## src/rtl/binary_unary_tx.sv

```systemverilog
// -----------------------------------------------------------------------------
// binary_unary_tx
//
// Streaming transmitter that turns a SIZE-bit unsigned operand into a
// temporal-unary (thermometer) bitstream, one bit per beat. Ones always come
// before zeros, and the number of ones equals the operand value. Frames carry
// first/last markers so a downstream counter can rebuild the binary value.
//
// A one-entry pending buffer accepts the next operand while the current frame
// streams. When the frame ends, the next frame starts on the following cycle
// with no idle beat in between.
//
// Parameters:
//   SIZE      operand width. The default frame length is L = 2^SIZE - 1 beats.
//
// Ports:
//   clk        clock. All state changes on the rising edge.
//   reset_n    asynchronous active-low reset. It is released synchronously by
//              the reset source.
//   in_valid   an operand is present on in_data.
//   in_ready   the block can take an operand. This is !pending_full and
//              depends only on registered state.
//   in_data    unsigned binary operand.
//   out_valid  out_bit, out_first and out_last are valid.
//   out_ready  the consumer takes the current beat.
//   out_bit    unary stream bit.
//   out_first  the current beat is beat 0 of a frame.
//   out_last   the current beat is the final beat of a frame.
//
// Build option:
//   UNARY_TX_EARLY_END_EN  when defined, a frame ends on its last '1' beat.
//                          The frame length is max(value, 1), so value 0 sends
//                          one zero beat. When undefined, every frame has
//                          exactly L beats.
// -----------------------------------------------------------------------------
module binary_unary_tx #(
    parameter int SIZE = 3
) (
    input  logic            clk,
    input  logic            reset_n,
    input  logic            in_valid,
    output logic            in_ready,
    input  logic [SIZE-1:0] in_data,
    output logic            out_valid,
    input  logic            out_ready,
    output logic            out_bit,
    output logic            out_first,
    output logic            out_last
);

    // Index of the final beat of a fixed-length frame: L-1 = 2^SIZE - 2.
    localparam logic [SIZE-1:0] LAST_BEAT = SIZE'((2 ** SIZE) - 2);

    typedef enum logic {
        IDLE   = 1'b0,
        STREAM = 1'b1
    } state_t;

    state_t          state_reg, state_next;
    logic [SIZE-1:0] active_reg, active_next;
    logic [SIZE-1:0] k_reg, k_next;
    logic [SIZE-1:0] pending_reg, pending_next;
    logic            pending_full_reg, pending_full_next;
    logic            out_bit_reg, out_first_reg, out_last_reg;

    logic accept;
    logic xfer;
    logic last_cur;   // the beat on the outputs now ends its frame
    logic last_nxt;   // the beat that will be on the outputs next cycle ends its frame

`ifdef UNARY_TX_EARLY_END_EN
    // The frame ends on the last '1' beat. Value 0 still sends one beat.
    assign last_cur = (active_reg  == '0) ? (k_reg  == '0) : (k_reg  == active_reg  - SIZE'(1));
    assign last_nxt = (active_next == '0) ? (k_next == '0) : (k_next == active_next - SIZE'(1));
`else
    assign last_cur = (k_reg  == LAST_BEAT);
    assign last_nxt = (k_next == LAST_BEAT);
`endif

    assign in_ready  = !pending_full_reg;
    assign accept    = in_valid && !pending_full_reg;
    assign xfer      = (state_reg == STREAM) && out_ready;

    assign out_valid = (state_reg == STREAM);
    assign out_bit   = out_bit_reg;
    assign out_first = out_first_reg;
    assign out_last  = out_last_reg;

    always_comb begin
        state_next        = state_reg;
        active_next       = active_reg;
        k_next            = k_reg;
        pending_next      = pending_reg;
        pending_full_next = pending_full_reg;

        case (state_reg)
            IDLE: begin
                if (accept) begin
                    active_next = in_data;
                    k_next      = '0;
                    state_next  = STREAM;
                end
            end
            STREAM: begin
                if (xfer && last_cur) begin
                    // Frame boundary: chain the next operand without a bubble
                    // if there is one. The pending value is older than
                    // in_data, so it goes first. While the buffer is full,
                    // in_ready is low, so no accept can coincide with it.
                    k_next = '0;
                    if (pending_full_reg) begin
                        active_next       = pending_reg;
                        pending_full_next = 1'b0;
                    end else if (accept) begin
                        active_next = in_data;
                    end else begin
                        state_next = IDLE;
                    end
                end else begin
                    if (xfer) begin
                        k_next = k_reg + SIZE'(1);
                    end
                    if (accept) begin
                        pending_next      = in_data;
                        pending_full_next = 1'b1;
                    end
                end
            end
            default: state_next = IDLE;
        endcase
    end

    // The beat outputs are registered from the next-state values. This keeps
    // them aligned with out_valid (which is the state register itself) and
    // holds them steady during backpressure.
    always_ff @(posedge clk or negedge reset_n) begin
        if (!reset_n) begin
            state_reg        <= IDLE;
            active_reg       <= '0;
            k_reg            <= '0;
            pending_reg      <= '0;
            pending_full_reg <= 1'b0;
            out_bit_reg      <= 1'b0;
            out_first_reg    <= 1'b0;
            out_last_reg     <= 1'b0;
        end else begin
            state_reg        <= state_next;
            active_reg       <= active_next;
            k_reg            <= k_next;
            pending_reg      <= pending_next;
            pending_full_reg <= pending_full_next;
            out_bit_reg      <= (state_next == STREAM) && (k_next < active_next);
            out_first_reg    <= (state_next == STREAM) && (k_next == '0);
            out_last_reg     <= (state_next == STREAM) && last_nxt;
        end
    end

endmodule
```

## config.mk

```make
export PLATFORM = sky130hd
export DESIGN_NAME = binary_unary_tx
export DESIGN_NICKNAME = d
export VERILOG_FILES = /design/src/rtl/binary_unary_tx.sv
export SDC_FILE = /design/constraint.sdc
export NUM_CORES = 1
export LEC_CHECK = 0
export ABC_AREA = 1
export CORE_MARGIN = 4
export CORE_UTILIZATION = 46
export CTS_CLUSTER_SIZE = 24
export DETAILED_ROUTE_END_ITERATION = 10
export HOLD_SLACK_MARGIN = 0.03
export PLACE_DENSITY = 0.72
export SETUP_SLACK_MARGIN = 0.1
export SLEW_MARGIN = 20
export SYNTH_ARGS = -nofsm -noshare
export SYNTH_HDL_FRONTEND = slang
export SYNTH_SLANG_ARGS = --single-unit
export TNS_END_PERCENT = 50
```

## constraint.sdc

```tcl
create_clock -name clk -period 1.6 [get_ports clk]
set_input_delay 0.16 -clock clk [delete_from_list [all_inputs] [get_ports clk]]
set_output_delay 0.16 -clock clk [all_outputs]
set_load 0.02 [all_outputs]
```

# Yosys cells after proc, flatten, opt, wreduce, memory -nomap -nowiden
# Index checks and enable logic that the tools add are counted.
# totals
elab_cells,39
output_inout_bits,5
inputBits,7
register_bits,14
# op_classes
add_sub_neg,1
n_bitwise,2
reduce_logical,11
eq_ne,2
order_cmp,1
n_mux,14
# ops
operator,n
3-bit two-way mux,6
3-bit one-hot mux with 2 select lines,2
3-bit == test (second input constant),2
1-bit logical AND,6
1-bit two-way mux,5
3-bit by 1-bit adder with 3-bit output (second input constant),1
3-bit logical NOT,1
3-bit less-than comparator,1
3-bit AND reduction,1
1-bit inverter,2
1-bit one-hot mux with 2 select lines,1
2-bit AND reduction,1
2-bit nonzero test,1
1-bit logical NOT,1

# Depth between registers and ports, before layout
# Gate-level depths: netlist of run 1.
# depth
depth_word,8
ltp_mapped,11
mapped_depth_nobuf,11

# Worst setup path before layout of run 1
# Ideal clock, no wire load.
# synth_timing
kind,register -> register
start,register k_reg[0]
end,register out_bit_reg (netlist: out_bit)
arrival_time_ns,1.564
synth_period_minus_slack_ns,1.684
required_ns,1.480
setup_ns,0.120
path_slack_ns,-0.084
n_path_buf,0
stages_incl_launch_ff,10
path_cell_list,dfrtp_1 > inv_1 > ha_1 > nand2_2 > o21bai_4 > nor2_1 > nand3b_1 > ha_1 > a21boi_2 > a21oi_2
# synth_via
elab_chain_len,6
elab_cells_between_ends,13
cone_classes,add/sub (1); order compare (1); eq/ne (1); mux (8); reduce/logical (2)
# synth_rtl
item,line,text
"start, declared",61,"logic [SIZE-1:0] k_reg, k_next;"
"start signal, assigned",149,k_reg <= k_next;
3-bit by 1-bit adder with 3-bit output / 3-bit == test (equally long branches),"121, 76",
3-bit two-way mux / 1-bit logical AND (equally long branches),"120, 105",
3-bit two-way mux,105,if (xfer && last_cur) begin
3-bit one-hot mux with 2 select lines,96,case (state_reg)
3-bit less-than comparator,152,out_bit_reg <= (state_next == STREAM) && (k_next < active_next);
1-bit logical AND *,152,
"end signal, assigned",152,
"end, declared",64,"logic out_bit_reg, out_first_reg, out_last_reg;"
# Every way passes the cells marked *; elsewhere a longest branch is shown, timed or not.
# A chain may end at the register's enable or synchronous reset.

# Worst setup path in the final report of run 1
# layout_timing
start,register k_reg[1]
end,register out_bit_reg (netlist: out_bit)
# The elaborated chain is that of the path after synthesis.

==> results.txt, run 1 <==
- The detail route stage leaves a number of antenna-violating nets equal to 0.
- The routed design could run at a clock period as short as 1.70 ns.
- The worst setup path is captured at a flop.
* Largest fanout of any net on the critical path: 4
- Sum of overflow across all layers after global routing: 0
- In this design, the stage delay of the slowest critical-path cell is 0.43 ns.
- TritonCTS built the clock tree.
* Buffers on Ports: 11
- At the end of routability-driven placement, the weighted congestion stood at 0.815.
- Critical path launch point type: flop
* Post-synth net total: 100
- In this run the standard cell core region covers 1580 µm².
- Number of enable-type register cells in the synthesized netlist: 0
* Distinct cell type count after synthesis: 25
- After floorplanning, the core was divided into 14 placement rows.
- Post-synth design cell area: 811 µm²
- Number of placed cells counting well taps: 136
- Clock Skew: around 0.0026 ns
* Register-to-register setup slack: -0.10 ns
- Pin count of the biggest net entering global routing: 15
* Crit-path cells: ha_4 > nand2_4 > o21bai_4 > nor2_2 > nand3b_1 > ha_1 > a21boi_2 > a21oi_2
- Detailed placement ended at an HPWL of 1370 µm.
- Global-route wire length before repair: 3170 µm
- In this run the worst hold path is classified as input pin to asynchronous set/reset pin.
- Post-placement setup slack: -0.181 ns
- Achievable frequency: just under 600 MHz
* Overall die area: roughly 2500 µm²
- Worst hold slack: about 0.26 ns
* Sink count of the clock tree: 14
* Reg-to-Reg Start: k_reg[1]$_DFF_PN0_
- Number of remaining DRC errors: 0
- CTS Hold Buffers Added: 0
- The cell sitting at the root of the clock tree is a sky130_fd_sc_hd__clkbuf_4.
- Horizontal die dimension: 50.0 µm
- Across all setup checks in the final design, the least slack found is -0.101 ns.
- Post-Syn Instances: 90
- Number of buffers inserted during clock tree synthesis: 3
- Cell family with the largest share of critical-path delay: adder cells
* VDD IR-drop max: 0.976 mV
- In this run the number of H-tree levels came out at 1.
* Height of the chip: 50.0 µm
* Number of max-capacitance violations reported: 0
- Fraction of the yosys area taken by sequential cells: 0.432
* Most instantiated flip-flop cell in the synthesis netlist: sky130_fd_sc_hd__dfrtp_1
- Post-synthesis sequential element count: 14
- The worst register-to-register path has a depth of 8.
* Tcrit/Tclk final: 1.06
* Net total in the final layout: 139
- WS Path Type: flop to flop
- Vias: roughly 730
- Worst Path Required: 1.82 ns
* Commonest non-fill, non-tap cell in the layout: sky130_fd_sc_hd__buf_4
* Status: finished, violations left
- Measured on the finished design, the core utilization comes to 0.771.
- The first TritonRoute pass finished after 4 iterations.
- For this run, asynchronously set or reset flops after synthesis account for 1.00.
* Insertion delay to the later sink of the worst-skew pair: 0.29 ns
- Total buffers and inverters traversed by the critical path: 0
* Unrepaired setup endpoints after global routing: yes
- The slowest stage of the critical path belongs to the cell sky130_fd_sc_hd__dfrtp_1.
* Wire length reported by the detailed router: 1910 µm
- The analysis attributes to cell leakage a power of 0.000624 µW.
- Number of max-slew violations in the final report: 0
* DR WL/cell: 13.3 µm
- Via count of the first global-routing pass: 725
- Ant. Diodes: 0
- The worst register-to-register path ends at out_bit$_DFF_PN0_.
* Violated checks: setup timing
- Total number of yosys warnings: 0
* Initial antenna violation count: 0
- Global router's overall resource usage: 0.169
- STA puts the critical path data arrival time at 1.92 ns.
- Of the cells placed in the final design, the portion with a size suffix greater than 1 is 0.469.
- The final hold violation count came to 0.
- Dividing the detail-routed via count by the number of cells gives 5.08.
- The initial utilization of the core area, before any placement, comes to 0.514.
- Layout area overhead: 50.0%
- The clock passes through at most 2 buffers.
* Leading cell types in the layout, fill and taps excluded: sky130_fd_sc_hd__buf_4, sky130_fd_sc_hd__dfrtp_1, sky130_fd_sc_hd__nand2_1, sky130_fd_sc_hd__inv_1
- Power per cell area: 1800 nW/µm²
* Detailed router's first-iteration violation count: 10
- Reg clk slew, reported paths: about 0.090 ns
- Number of cells in the finished layout apart from fillers: between 100 and 150
- At the pin with the least slew margin, the transition time is 0.634 ns.
- Setup violations remaining at the end of the flow were counted as 3.
- Tightest slew margin relative to the limit: 0.576
* Number of filler cells placed in the layout: roughly 110
- In this run the count of I/O pins placed on the die edge is 12.
- Dividing the synthesized area by the synthesized cell count gives between 9 and 10 µm².
timing repair:
action,4_1_cts,5_1_grt
setup endpoints to repair,8,10
pin swaps,5,4
resized for setup,12,10
setup buffers,2,2
logic make-up (layout without fill, tap and decap cells):
group,count (synthesis),after routing,share of synthesized area
adder cells (fa/ha/maj),3,3,0.0463
buffers and inverters,15,53,0.0694
XOR/XNOR,2,2,0.0216
AND/OR/NAND/NOR,44,44,0.298
AO/OA/AOI/OAI,10,10,0.105
multiplexers,2,2,0.0278
flip-flops,14,14,0.432
stage by stage:
| stage | power, µW | setup TNS, ns | area [µm²] |
|---|---|---|---|
| 2_1_floorplan | 1280 | -0.0841 | 811 |
| 6_report | 2190 | -0.246 | 1220 |
| 3_5_place_dp | 1740 | -0.255 | 1080 |
| 5_1_grt | 2370 | -0.627 | 1220 |
| 3_3_place_gp | 1710 | -0.199 | 1080 |
| 4_1_cts | 2090 | -0.186 | 1160 |
area by class of cell:
class | count | area (µm²) | area share
multi-input cells | 61 | 454 | 0.373
flip-flops and latches | 14 | 350 | 0.288
repair buffers | 34 | 299 | 0.246
inverters | 15 | 56.3 | 0.0463
clock buffers | 4 | 36.3 | 0.0298
well taps | 16 | 20.0 | 0.0165
synthesized netlist by cell type (3+ instances only):
master	number	area, µm²
sky130_fd_sc_hd__o21ai_0	3	15.0
sky130_fd_sc_hd__dfrtp_1	14	350
sky130_fd_sc_hd__nor2_2	3	18.8
sky130_fd_sc_hd__nand3_1	9	45.0
sky130_fd_sc_hd__inv_1	12	45.0
sky130_fd_sc_hd__ha_1	3	37.5
sky130_fd_sc_hd__inv_2	3	11.3
sky130_fd_sc_hd__nand2_2	5	31.3
sky130_fd_sc_hd__nand2_1	15	56.3
sky130_fd_sc_hd__nor2_1	4	15.0
power by group:
| part | total (µW) | switching, µW | internal, µW | leakage [µW] |
|---|---|---|---|---|
| Combinational | 1310 | 635 | 676 | 0.000436 |
| Sequential | 623 | 111 | 512 | 0.000168 |
| Clock | 260 | 122 | 139 | 0.0000210 |
worst max-delay path by stage:
| stage | cells past startpoint | to | slack (ns) | startpoint |
|---|---|---|---|---|
| 5_1_grt | 8 | out_bit$_DFF_PN0_ | -0.22 | k_reg[1]$_DFF_PN0_ |
| 3_5_place_dp | 8 | out_bit$_DFF_PN0_ | -0.18 | out_ready |
| 3_3_place_gp | 8 | out_bit$_DFF_PN0_ | -0.14 | out_ready |
| 4_1_cts | 9 | out_bit$_DFF_PN0_ | -0.1 | k_reg[0]$_DFF_PN0_ |
| 6_report | 8 | out_bit$_DFF_PN0_ | -0.10 | k_reg[1]$_DFF_PN0_ |
| 2_1_floorplan | 9 | out_bit$_DFF_PN0_ | -0.08 | k_reg[0]$_DFF_PN0_ |
routing by layer:
metal,track usage,up-vias,part of all wire
met5,0,-,0
met4,0.0829,0,0.027
met3,0.0392,7,0.027
met2,0.283,11,0.51
met1,0.202,350,0.44
li1,-,363,-
No activity file was read; power rests on OpenSTA's default activity.
==> inputs of run 2 (changes only) <==
--- a/config.mk
+++ b/config.mk
@@ -6,9 +6,8 @@
 export NUM_CORES = 1
 export LEC_CHECK = 0
 export ABC_AREA = 1
-export CORE_MARGIN = 4
 export CORE_UTILIZATION = 46
-export CTS_CLUSTER_SIZE = 24
+export CTS_CLUSTER_SIZE = 8
 export DETAILED_ROUTE_END_ITERATION = 10
 export HOLD_SLACK_MARGIN = 0.03
 export PLACE_DENSITY = 0.72
==> run 2 against run 1 <==
Net effect:
- the run still ends with setup timing left
- routed wire length down 6.8%
- count of clock-buffer cells in the layout stayed put
- setup slack got worse by 0.047 ns
- clock skew up 0.0051 ns
- critical path type unchanged
- largest cell class unchanged
==> results.txt, run 2 (same netlist as run 1, synthesis figures left out) <==
- The flow ran to the end, but the final reports show violations.
* Violated checks: setup timing
* Final number of setup-violating endpoints: 1 (-2)
* Mean number of vias per cell: 4.90 (-3.4%)
- Global-route wire length before repair: 3040 µm (-4.3%)
- The post-route worst setup slack was -0.148 ns (-0.0472 ns).
* Initial Util: 0.514 (unchanged)
- WS Path Type: flop to flop
- The setup skew after layout came to 0.00772 ns (+0.00512 ns).
- Counting stages on the worst path, the most repeated cell is sky130_fd_sc_hd__ha_1.
- The horizontal die dimension was 44.0 µm (-12%).
- The maximum fanout encountered on the critical timing path was 3 (-1).
* Reg-to-Reg Start: k_reg[0]$_DFF_PN0_
* Vias: 706 (-3.4%)
- The number of buffers created by CTS is 3 (unchanged).
- The slack of the worst reg-to-reg path was -0.15 ns (-0.05 ns).
- The max-slew violation count came to 0 (unchanged).
- The minimum hold slack was 0.258 ns (+0.000891 ns).
- The cell row count came to 14 (unchanged).
* Critical path startpoint: k_reg[0]$_DFF_PN0_
- Crit-path cells: inv_1 > ha_1 > nand2_2 > buf_4 > nor2_4 > nand3_1 > nand3b_1 > ha_1 > a21boi_2 > a21oi_2
- Number of hold violations in the final report: 0 (unchanged)
- Achievable frequency: 572 MHz (-2.7%)
- Placeable core region: 1580 µm² (unchanged)
* Maximum clock path buffer count: 2 (unchanged)
* Post-route antenna net violation count: 0 (unchanged)
* Post-placement setup slack: -0.190 ns (-0.00912 ns)
- Critical Path Sink Type: flop
* Leading cell types in the layout, fill and taps excluded: sky130_fd_sc_hd__buf_4, sky130_fd_sc_hd__nand2_1, sky130_fd_sc_hd__dfrtp_1, sky130_fd_sc_hd__inv_1
* Total buffers and inverters traversed by the critical path: 2 (+2)
* CTS Hold Buffers Added: 0 (unchanged)
* Number of remaining DRC errors: 0 (unchanged)
* Actual slew at the worst max-slew pin: 0.627 ns (-0.00709 ns)
- The antenna diode count came to 0 (unchanged).
- Total Neg Setup Slack: -0.148 ns (+0.0976 ns)
- VDD IR-drop max: 1.18 mV (+21%)
- TritonRoute pass-1 iters: 6 (+2)
- The count of filler cells inserted in the layout is 125 (+15%).
- Initial antenna violation count: 0 (unchanged)
* Tmin final: 1.75 ns (+0.0472 ns)
- The die extent in y was 44.0 µm (-12%).
- The total of buffers placed on input and output ports came to 11 (unchanged).
* Commonest non-fill, non-tap cell in the layout: sky130_fd_sc_hd__buf_4
* Sum of overflow across all layers after global routing: 0 (unchanged)
* Fraction of final layout cells with drive strength greater than 1: 0.422 (-0.0469)
- Net total in the final layout: 139 (unchanged)
- Clock Tree Root: sky130_fd_sc_hd__clkbuf_4
* Global router's overall resource usage: 0.217 (+0.0480)
* Clock tree from TritonCTS: done
- Summed area of non-filler cells in the final layout: 1150 µm² (-5.0%)
* DR WL/cell: 12.4 µm (-6.8%)
* Cell family with the largest share of critical-path delay: simple AND/OR/NAND/NOR gates
- The highest cell delay on the worst timing path came to 0.38 ns (-0.05 ns).
- Reg clk slew, reported paths: 0.09 ns (about the same)
- The reported max-cap violation count came to 0 (unchanged).
- Worst hold path type: input pin to asynchronous set/reset pin
- Detailed router's first-iteration violation count: 16 (+6)
- Wire length reported by the detailed router: 1780 µm (-6.8%)
- The number of levels in the clock H-tree was 1 (unchanged).
- Overall die area: 1930 µm² (-23%)
- Via count of the first global-routing pass: 717 (-1.1%)
- Crit-path slowest cell: sky130_fd_sc_hd__dfrtp_1
- Final Util: 0.733 (-0.0389)
* Power per cell area: 1780 nW/µm² (-1.2%)
- Worst Path Required: 1.81 ns (about the same)
- The leakage component of the power came to 0.000600 µW (-3.9%).
- The worst slew margin relative to its limit came to 0.581 (+0.00474).
* Routability congestion estimate from global placement: 0.846 (+3.8%)
* DPL Wire Length: 1330 µm (-3.0%)
- Compared with the post-synthesis result, the final layout area differs by 42.4%.
- Placement Cell Area: 1100 µm² (+1.4%)
* Pin count of the biggest net entering global routing: 15 (unchanged)
- The number of top-level pins came to 12 (unchanged).
* Arrival time of the worst setup path: 1.96 ns (+0.04 ns)
- The clock latency on the worst-skew pair is 0.28 ns (about the same).
* Critical path launch point type: flop
- Tcrit/Tclk final: 1.09 (+0.0295)
- Setup repair after global routing could not meet its margin everywhere.
* Sink count of the clock tree: 14 (unchanged)
## run 2: path summary, 6_finish.rpt
kind                       depth (start not counted)                            to
min in group clk                                   3    pending_reg[2]$_DFFE_PN0P_
min reg2reg                                        2    pending_reg[2]$_DFFE_PN0P_
min                                                1  pending_full_reg$_DFFE_PN0P_
max                                               10             out_bit$_DFF_PN0_
max reg2reg                                       10             out_bit$_DFF_PN0_
max in group asynchronous                          1            out_last$_DFF_PN0_
## run 2: what timing repair did
item / CTS / global route
endpoints found under the setup margin: 8 / 9
hold endpoints to repair: 0 / 0
pin swaps: 0 / 1
gates resized for setup: 3 / 2
setup buffers: 1 / 1
## run 2: final cells by class
| type | count | area (µm²) | area share |
|---|---|---|---|
| repair buffers | 34 | 280 | 0.243 |
| inverters | 15 | 56.3 | 0.0488 |
| flip-flops and latches | 14 | 350 | 0.303 |
| multi-input cells | 61 | 412 | 0.356 |
| clock buffers | 4 | 36.3 | 0.0314 |
| well taps | 16 | 20.0 | 0.0173 |
## run 2: routing by layer
metal / wire [µm] / up-vias / track usage / part of all wire
met5: 0 / - / 0 / 0
met4: 0 / 0 / 0.0727 / 0
met3: 79 / 0 / 0.0375 / 0.044
met2: 861 / 18 / 0.358 / 0.48
met1: 842 / 326 / 0.291 / 0.47
li1: - / 362 / - / -
## run 2: report_power, final
| part | switching, µW | internal (µW) | leakage, µW |
|---|---|---|---|
| clock network | 115 | 139 | 0.0000210 |
| registers | 88.6 | 512 | 0.000168 |
| logic | 604 | 600 | 0.000411 |
| total | 809 | 1250 | 0.000600 |
## run 2: stage by stage
step / power, µW / std cells
3_5_place_dp: 1740 / 138
6_report: 2060 / 144
5_1_grt: 2210 / 144
3_3_place_gp: 1710 / 138
4_1_cts: 2030 / 143
2_1_floorplan: 1280 / 90
==> inputs of run 3 (changes only) <==
--- a/config.mk
+++ b/config.mk
@@ -7,7 +7,6 @@
 export LEC_CHECK = 0
 export ABC_AREA = 1
 export CORE_UTILIZATION = 46
-export CTS_CLUSTER_SIZE = 8
 export DETAILED_ROUTE_END_ITERATION = 10
 export HOLD_SLACK_MARGIN = 0.03
 export PLACE_DENSITY = 0.72
==> results of run 3 <==
The final DEF is identical to that of run 2; final timing and power are the same.
